### config.mk
export PLATFORM = sky130hd
export DESIGN_NAME = regfile_wb_arbiter
export DESIGN_NICKNAME = d
export VERILOG_FILES = /design/src/rtl/regfile_wb_arbiter_pkg.sv /design/src/rtl/regfile_wb_fifo.sv /design/src/rtl/regfile_wb_arbiter.sv
export SDC_FILE = /design/constraint.sdc
export NUM_CORES = 1
export LEC_CHECK = 0
export BUFFER_PORTS_ARGS = -buffer_cell sky130_fd_sc_hd__buf_2
export CORE_MARGIN = 4
export CORE_UTILIZATION = 43
export DETAILED_ROUTE_END_ITERATION = 8
export HOLD_SLACK_MARGIN = 0.12
export MAX_ROUTING_LAYER = met4
export PLACE_DENSITY = 0.64
export SYNTH_ARGS = -nofsm -noshare
export SYNTH_HDL_FRONTEND = slang
export SYNTH_HIERARCHICAL = 1
export SYNTH_SLANG_ARGS = --single-unit
export TNS_END_PERCENT = 50
### constraint.sdc
create_clock -name clk -period 5.5 [get_ports clk]
set_input_delay 0.55 -clock clk [delete_from_list [all_inputs] [get_ports clk]]
set_output_delay 0.55 -clock clk [all_outputs]
set_load 0.01 [all_outputs]
### src/rtl/regfile_wb_arbiter_pkg.sv
// Shared widths and types for the regfile writeback arbiter.
package regfile_wb_arbiter_pkg;

    localparam int unsigned REG_BUS       = 32;  // register data width
    localparam int unsigned REG_NUM_LOG2  = 5;   // register address width
    localparam int unsigned WB_FIFO_DEPTH = 2;   // secondary buffer entries
    localparam int unsigned WB_STARVE_MAX = 4;   // primary-won cycles before stall_req

    // Which source drives the regfile write port on a given cycle.
    typedef enum logic [1:0] {
        SRC_NONE = 2'd0,   // nothing to write
        SRC_PRI  = 2'd1,   // primary pipeline writeback
        SRC_SEC  = 2'd2,   // live FIFO head
        SRC_DEAD = 2'd3    // squashed FIFO head popped, no write
    } wb_src_e;

endpackage

### src/rtl/regfile_wb_fifo.sv
// Secondary writeback buffer: ordered entries with live bits, squash and forwarding lookup.
module regfile_wb_fifo #(
    parameter int unsigned DATA_W = 32,
    parameter int unsigned ADDR_W = 5,
    parameter int unsigned DEPTH  = 2,
    localparam int unsigned PTR_W = $clog2(DEPTH),
    localparam int unsigned CNT_W = PTR_W + 1
) (
    input  logic              clk,
    input  logic              rst,
    input  logic              push,
    input  logic [ADDR_W-1:0] push_addr,
    input  logic [DATA_W-1:0] push_data,
    input  logic              pop,
    input  logic              squash,
    input  logic [ADDR_W-1:0] squash_addr,
    input  logic [ADDR_W-1:0] fwd_addr,
    output logic              head_live,
    output logic [ADDR_W-1:0] head_addr,
    output logic [DATA_W-1:0] head_data,
    output logic [CNT_W-1:0]  count,
    output logic              fwd_hit,
    output logic [DATA_W-1:0] fwd_data
);

    logic [DEPTH-1:0]  live_q;
    logic [ADDR_W-1:0] addr_q [DEPTH];
    logic [DATA_W-1:0] data_q [DEPTH];
    logic [PTR_W-1:0]  head_q;
    logic [PTR_W-1:0]  tail_q;
    logic [CNT_W-1:0]  count_q;
    logic [PTR_W-1:0]  fwd_idx;

    assign head_live = live_q[head_q];
    assign head_addr = addr_q[head_q];
    assign head_data = data_q[head_q];
    assign count     = count_q;

    // Storage, pointers and occupancy; squash only affects entries already held.
    always_ff @(posedge clk or negedge rst) begin
        if (!rst) begin
            live_q  <= '0;
            head_q  <= '0;
            tail_q  <= '0;
            count_q <= '0;
            for (int unsigned i = 0; i < DEPTH; i++) begin
                addr_q[PTR_W'(i)] <= '0;
                data_q[PTR_W'(i)] <= '0;
            end
        end else begin
            if (squash) begin
                for (int unsigned i = 0; i < DEPTH; i++) begin
                    if (live_q[PTR_W'(i)] && (addr_q[PTR_W'(i)] == squash_addr)) begin
                        live_q[PTR_W'(i)] <= 1'b0;
                    end
                end
            end
            if (pop) begin
                live_q[head_q] <= 1'b0;
                head_q         <= head_q + PTR_W'(1);
            end
            if (push) begin
                live_q[tail_q] <= 1'b1;
                addr_q[tail_q] <= push_addr;
                data_q[tail_q] <= push_data;
                tail_q         <= tail_q + PTR_W'(1);
            end
            case ({push, pop})
                2'b10:   count_q <= count_q + CNT_W'(1);
                2'b01:   count_q <= count_q - CNT_W'(1);
                default: count_q <= count_q;
            endcase
        end
    end

    // Forwarding lookup: scan oldest to youngest so the youngest live match wins.
    always_comb begin
        fwd_hit  = 1'b0;
        fwd_data = '0;
        fwd_idx  = '0;
        for (int unsigned i = 0; i < DEPTH; i++) begin
            fwd_idx = head_q + PTR_W'(i);
            if ((CNT_W'(i) < count_q) && live_q[fwd_idx] &&
                (addr_q[fwd_idx] == fwd_addr) && (fwd_addr != '0)) begin
                fwd_hit  = 1'b1;
                fwd_data = data_q[fwd_idx];
            end
        end
    end

endmodule

### src/rtl/regfile_wb_arbiter.sv
// Merges pipeline writeback and buffered multi-cycle writeback onto the regfile write port.
module regfile_wb_arbiter
    import regfile_wb_arbiter_pkg::*;
#(
    parameter int unsigned DATA_W     = REG_BUS,
    parameter int unsigned ADDR_W     = REG_NUM_LOG2,
    parameter int unsigned DEPTH      = WB_FIFO_DEPTH,
    parameter int unsigned STARVE_MAX = WB_STARVE_MAX
) (
    input  logic              clk,
    input  logic              rst,
    input  logic              p_we,
    input  logic [ADDR_W-1:0] p_waddr,
    input  logic [DATA_W-1:0] p_wdata,
    input  logic              s_valid,
    output logic              s_ready,
    input  logic [ADDR_W-1:0] s_waddr,
    input  logic [DATA_W-1:0] s_wdata,
    output logic              we,
    output logic [ADDR_W-1:0] waddr,
    output logic [DATA_W-1:0] wdata,
    input  logic [ADDR_W-1:0] fwd_addr,
    output logic              fwd_hit,
    output logic [DATA_W-1:0] fwd_data,
    output logic              stall_req,
    output logic              busy
);

    localparam int unsigned CNT_W    = $clog2(DEPTH) + 1;
    localparam int unsigned STARVE_W = $clog2(STARVE_MAX + 1);

    logic                p_we_eff;
    logic                push;
    logic                pop;
    logic                head_live;
    logic [ADDR_W-1:0]   head_addr;
    logic [DATA_W-1:0]   head_data;
    logic [CNT_W-1:0]    fifo_count;
    wb_src_e             src;
    logic [STARVE_W-1:0] starve_q;
    logic [STARVE_W-1:0] starve_nxt;

    // Address 0 is hardwired; writes to it are dropped at the front door.
    assign p_we_eff = p_we && (p_waddr != '0);
    assign s_ready  = (fifo_count != CNT_W'(DEPTH));
    assign busy     = (fifo_count != '0);
    assign push     = s_valid && s_ready && (s_waddr != '0);
    assign pop      = !p_we_eff && busy;

    regfile_wb_fifo #(
        .DATA_W (DATA_W),
        .ADDR_W (ADDR_W),
        .DEPTH  (DEPTH)
    ) u_fifo (
        .clk         (clk),
        .rst         (rst),
        .push        (push),
        .push_addr   (s_waddr),
        .push_data   (s_wdata),
        .pop         (pop),
        .squash      (p_we_eff),
        .squash_addr (p_waddr),
        .fwd_addr    (fwd_addr),
        .head_live   (head_live),
        .head_addr   (head_addr),
        .head_data   (head_data),
        .count       (fifo_count),
        .fwd_hit     (fwd_hit),
        .fwd_data    (fwd_data)
    );

    // Source select and next starvation count.
    always_comb begin
        src        = SRC_NONE;
        starve_nxt = starve_q;
        if (p_we_eff) begin
            src = SRC_PRI;
        end else if (pop) begin
            src = head_live ? SRC_SEC : SRC_DEAD;
        end
        if (p_we_eff && busy && (starve_q != STARVE_W'(STARVE_MAX))) begin
            starve_nxt = starve_q + STARVE_W'(1);
        end
    end

    // Registered write port.
    always_ff @(posedge clk or negedge rst) begin
        if (!rst) begin
            we    <= 1'b0;
            waddr <= '0;
            wdata <= '0;
        end else begin
            case (src)
                SRC_PRI: begin
                    we    <= 1'b1;
                    waddr <= p_waddr;
                    wdata <= p_wdata;
                end
                SRC_SEC: begin
                    we    <= 1'b1;
                    waddr <= head_addr;
                    wdata <= head_data;
                end
                default: begin
                    we    <= 1'b0;
                    waddr <= '0;
                    wdata <= '0;
                end
            endcase
        end
    end

    // Starvation tracking: any pop clears the count and releases the stall.
    always_ff @(posedge clk or negedge rst) begin
        if (!rst) begin
            starve_q  <= '0;
            stall_req <= 1'b0;
        end else if (pop) begin
            starve_q  <= '0;
            stall_req <= 1'b0;
        end else begin
            starve_q <= starve_nxt;
            if (starve_nxt == STARVE_W'(STARVE_MAX)) begin
                stall_req <= 1'b1;
            end
        end
    end

endmodule

Yosys cells after proc, flatten, opt, wreduce, memory -nomap -nowiden
Cells that the tools add are included.

storage, ports and cells
  flip-flop bits (word level) = 122
  input port bits = 83
  output and inout port bits = 74

operators by class
  add/subtract/negate cells = 5
  order comparisons = 11
  equal/unequal tests = 11
  mux-type cells = 46
  bitwise logic cells = 6
  reductions and logical operators = 25

operators by type and width
  cell                 number
  $mux 32              9
  $bwmux 64            1
  $pmux 32 s2          1
  $mux 5               7
  $demux 32 s1         1
  $eq 5x5->1           4
  $logic_and 1x1->1    17
  $reduce_bool 5->1    3
  $mux 1               14
  $bwmux 10            1
  $mux 2               5
  $pmux 5 s2           1
  $ge 2x2->1 const B   3
  $lt 1x2->1 const B   3
  $mux 3               2
  $not 1->2            3
  $reduce_bool 2->1    3
  $demux 5 s1          1
  $eq 2x1->1 const B   2
  $eq 2x2->1 const B   2
  $lt 1x2->1 const A   2
  $pmux 2 s2           1
  $add 3x1->3 const B  1
  $eq 3x3->1 const B   1
  other kinds (13)     16

Depth between registers and ports, before layout
  depth after elaboration = 9
  mapped depth = 9

Modules after synthesis
Netlist, hierarchy kept.

modules (own cells, without submodules)
  module              times used  cells each  area each (um^2)  seq. area each (um^2)
  regfile_wb_fifo     1           374         4690.7            2001.9
  regfile_wb_arbiter  1           163         1760.4            1051.0

Worst setup path before layout
OpenSTA, ideal clock, no wires.

  kind = register to output
  from = register u_fifo.head_q
  to = output port fwd_data[0]
  arrival = 2.066 ns
  data required time = 4.950 ns
  slack = 2.884 ns
  stages on the path, launching flop included = 9
  path buffers = 3
  cells stage by stage = dfrtp_1 > buf_4 > buf_8 > mux2i_1 > a2111oi_0 > nand4_1 > nor3_4 > buf_6 > mux2i_1

on the way
  word-level cells in the longest chain between the ends = 9
  elaborated cells between the ends (all ways) = 29
  those cells by class = add/sub: 1; eq/ne: 2; mux: 18; bitwise: 2; reduce/logical: 6

RTL lines
  element                                                     line                                                                 text
  start: declaration                                          regfile_wb_fifo.sv:29                                                logic [PTR_W-1:0] head_q;
  start signal: assignment                                    regfile_wb_fifo.sv:60                                                head_q <= head_q + PTR_W'(1);
  $add 1x1->1 or $not 1->2 (tied branches)                    regfile_wb_fifo.sv:82, regfile_wb_fifo.sv:84, regfile_wb_fifo.sv:86
  $not 1->2 (implied by the code) or $mux 5 (tied branches)   regfile_wb_fifo.sv:84, regfile_wb_fifo.sv:86
  $mux 5 (implied by the code) (2 in series)                  regfile_wb_fifo.sv:84                                                (addr_q[fwd_idx] == fwd_addr) && (fwd_addr != '0)) begin
  $mux 5 (implied by the code) or $eq 5x5->1 (tied branches)  regfile_wb_fifo.sv:84
  $eq 5x5->1 or $logic_and 1x1->1 (tied branches)             regfile_wb_fifo.sv:84, regfile_wb_fifo.sv:83
  $logic_and 1x1->1 (on tied branches)                        regfile_wb_fifo.sv:83, regfile_wb_fifo.sv:84
  $logic_and 1x1->1 or $mux 32 (tied branches)                regfile_wb_fifo.sv:84, regfile_wb_fifo.sv:83
  $mux 32 (*)                                                 regfile_wb_fifo.sv:83                                                if ((CNT_W'(i) < count_q) && live_q[fwd_idx] &&
  end: declaration                                            regfile_wb_arbiter.sv:24                                             output logic [DATA_W-1:0] fwd_data,

Mark *: on every way between the ends. The rest lies on a longest branch, timed or not. The select of a mux whose other input is x is not followed.

Worst setup path in the final report
  from = register u_fifo.head_q
  to = output port fwd_data[23]

The elaborated chain is that of the path after synthesis.

==> results.toml <==
[floorplanning]
dieArea_um2 = 17030
initial_core_util = 0.4422
die_width_um = 130.5
rows = 44
die_h_um = 130.5
pin_count = 157
core_area_um2 = 14590

[worst_setup_path]
endpoint_kind = "output port"
worstPathRequired_ps = 4950
crit_arrival_ps = 3490
critPathKind = "flip-flop to output port"
timing.critical_path.mode_cell = "mux2i_1"
crit_chain = "mux2i_1, xor2_1, nor3b_2, buf_12, nand3_1, mux2i_1, buf_2"
cpMaxStageDelayCell = "nor3b_2"
critPathLaunchType = "flip-flop"
slowest_delay_ps = 760
critPathMaxFanout = 29

[clock_network]
ctsResizeCount = 0
cts.clk_slew.worst_paths_ps = 60
post_cts_buffers = 0
cts_tree = "done"
clkLatencyLatePin_ps = 420
cts_max_level = 4
cts-buffers-inserted = 17
cts-root-buf = "clkbuf_16"
hold_buffers = 0
max-clock-path-buffers = 2
clock_sinks = 122

[pwr]
finalPower_mw = 4.907
power.density_nw_per_um2 = 617.2
swShare = 0.3754
vdd_drop_max_v = 0.0003019
p_int_mw = 3.065
clkPwrFrac = 0.222
pwr-share-seq = 0.338
p_comb_frac = 0.440
p_leak_nw = 3.768
switchingPower_mw = 1.842

[global_routing]
use_met1 = 0.2661
grt_pass1_wl_um = 27030
use_met3 = 0.05325
antenna_found_initial = 3
grt_max_degree = 73
grt-ovfl-total = 0
busiest_layer = "met2"
grt_pass1_vias = 5162
met2_usage = 0.3422
track_usage = 0.2142

[place]
io_buffers = 156
place_hpwl_um = 11390
place_congestion = 0.8969

[flow_run]
cap_violations = 0

[route]
wirelength_um = 17090
vias = 4755
avgViaCountPerCell = 5.397
drt_iter0_drc = 206
drc_errors = 0
wire_per_inst_um = 19.40
first_pass_iters = 4
ant_nets = 0

[sta]
fin_skew_ps = 7.369
timing.final.crit_share = 0.7341
fmax_mhz = 247.7
final-hold-violation-count = 0
finalMaxSlewViolations = 0
rsz0062_at_grt = "no"
setup_viol = 0
setup_tns_ps = 0
timing.hold.ws_ps = 159.1
maxSlewHeadroom = 0.2711
worst_slew_pin_slew_ps = 1089
period_needed_ps = 4037

[logic_synthesis]
syn_area_per_cell_um2 = 12.01
ys_seq_elements = 122
yosysSeqAreaShare = 0.4732
dominantRegCellSynth = "dfrtp_1"
netlist_instances = 537
syn-cell-area_um2 = 6451
ys_warn_count = 6
synthArstFlopShare = 1.000
ys_types = 39
synth_edf_count = 0
syn-num-nets = 627

[cells_and_area]
fillers = 1233
multi_input_area_um2 = 3184
area_growth_syn_to_layout_pct = 23.23
regArea_um2 = 3057
layout-drive-gt1-share = 0.4568
num-nets-final = 771
utilization = 0.5449

[outcome]
status = "finished, final reports clean"

[hold_path]
worstHoldPathType = "primary input to async pin"
## worst max-delay path, delay by kind of cell, from the launching register on
kind	cells	cell delay, ps
buffers and inverters	2	420
AND/OR/NAND/NOR	2	860
flip-flops	1	710
XOR/XNOR	1	510
multiplexers	2	540
## flip-flops by register name, indices dropped and copies added (netlist names), 2 cells and up
signal / count
u_fifo/data_q: 64
wdata: 32
waddr: 5
u_fifo/live_q: 2
starve_q: 3
u_fifo/addr_q: 10
u_fifo/count: 2
## final timing paths
kind                               startpoint           endpoint  slack (ps)  cells after the start
worst max-delay path            u_fifo/head_q       fwd_data[23]        1460                      7
worst min-delay path                      rst                 we         160                      1
worst max register to register  u_fifo/head_q           waddr[0]        2880                      5
worst min register to register      stall_req          stall_req         510                      1
max in group asynchronous                 rst          wdata[15]        3950                      2
min in group clk                  s_wdata[21]  u_fifo/data_q[53]         380                      2
## logic make-up (layout without fill, tap and decap cells)
logic type               Yosys count  count (layout)  synth area share
multiplexers                     184             184            0.3078
AO/OA/AOI/OAI                     50              50           0.06303
AND/OR/NAND/NOR                   98              98           0.07215
buffers and inverters             51             208           0.03627
other                              0               3                 0
adder cells (fa/ha/maj)            7               7           0.01358
XOR/XNOR                          25              25           0.03394
flip-flops                       122             122            0.4732
## metal layers
| layer | wire [µm] | up-vias |
|---|---|---|
| li1 | - | 2230 |
| met1 | 7360 | 2365 |
| met5 | 0 | - |
| met4 | 352 | 0 |
| met3 | 960 | 26 |
| met2 | 8414 | 134 |
## synth_stat cells, types with 2 or more instances
master / n / share of area
a21oi_1: 2 / 0.0016
a22oi_1: 37 / 0.043
buf_1: 5 / 0.0029
buf_2: 4 / 0.0031
buf_6: 3 / 0.0052
clkbuf_1: 24 / 0.014
dfrtp_1: 122 / 0.47
ha_1: 7 / 0.014
inv_1: 12 / 0.0070
mux2_2: 111 / 0.19
mux2i_1: 72 / 0.11
nand2_1: 5 / 0.0029
nand2b_1: 3 / 0.0029
nand3_1: 31 / 0.024
nand4_1: 5 / 0.0048
nor2_1: 45 / 0.026
nor3b_1: 2 / 0.0023
nor4_1: 3 / 0.0029
xnor2_1: 8 / 0.011
xor2_1: 17 / 0.023
## cell type report
| class | count | area share |
|---|---|---|
| multi-input cells | 364 | 0.4005 |
| flip-flops and latches | 122 | 0.3845 |
| repair buffers | 163 | 0.1067 |
| clock buffers | 24 | 0.06059 |
| well taps | 184 | 0.02896 |
| clock inverters | 8 | 0.01165 |
| inverters | 13 | 0.006138 |
| diodes | 3 | 0.0009443 |
## cell usage in the layout, fill, tap and decap left out, drive strengths merged
master	netlist	final
inv	13	13
nor2	45	45
nor3	2	2
a22oi	37	37
or4	1	1
clkbuf	24	24
bufinv	0	2
a22o	1	1
a21o	1	1
diode	0	3
nand4	5	5
mux2i	72	72
nand2	6	6
a221oi	1	1
nand2b	3	3
clkinv	0	5
a2111oi	2	2
o211ai	1	1
clkinvlp	0	1
o21ai	3	3
a21oi	2	2
nor3b	2	2
nand3	31	31
mux2	112	112
ha	7	7
dfrtp	122	122
xor2	17	17
a31o	1	1
a2bb2oi	1	1
buf	14	163
xnor2	8	8
nor4	3	3
## per-stage QoR
| stage | cell area, µm² | worst slack (ps) | instances |
|---|---|---|---|
| floorplan | 6451 | 2884 | 537 |
| global placement | 7368 | 1847 | 846 |
| detailed placement | 7368 | 1862 | 846 |
| CTS | 7943 | 1415 | 878 |
| global route | 7950 | 1235 | 881 |
| finish | 7950 | 1463 | 881 |
## power by group through the flow
stage	clock, mW	sequential (mW)	combinational (mW)
final	1.09	1.66	2.16
after global routing	1.15	1.72	2.37
after CTS	1.11	1.66	2.18
after detailed placement	0	1.67	2.18
after global placement	0	1.64	2.13
after floorplan	0	1.62	1.57
No activity file was read; power rests on OpenSTA's default activity.
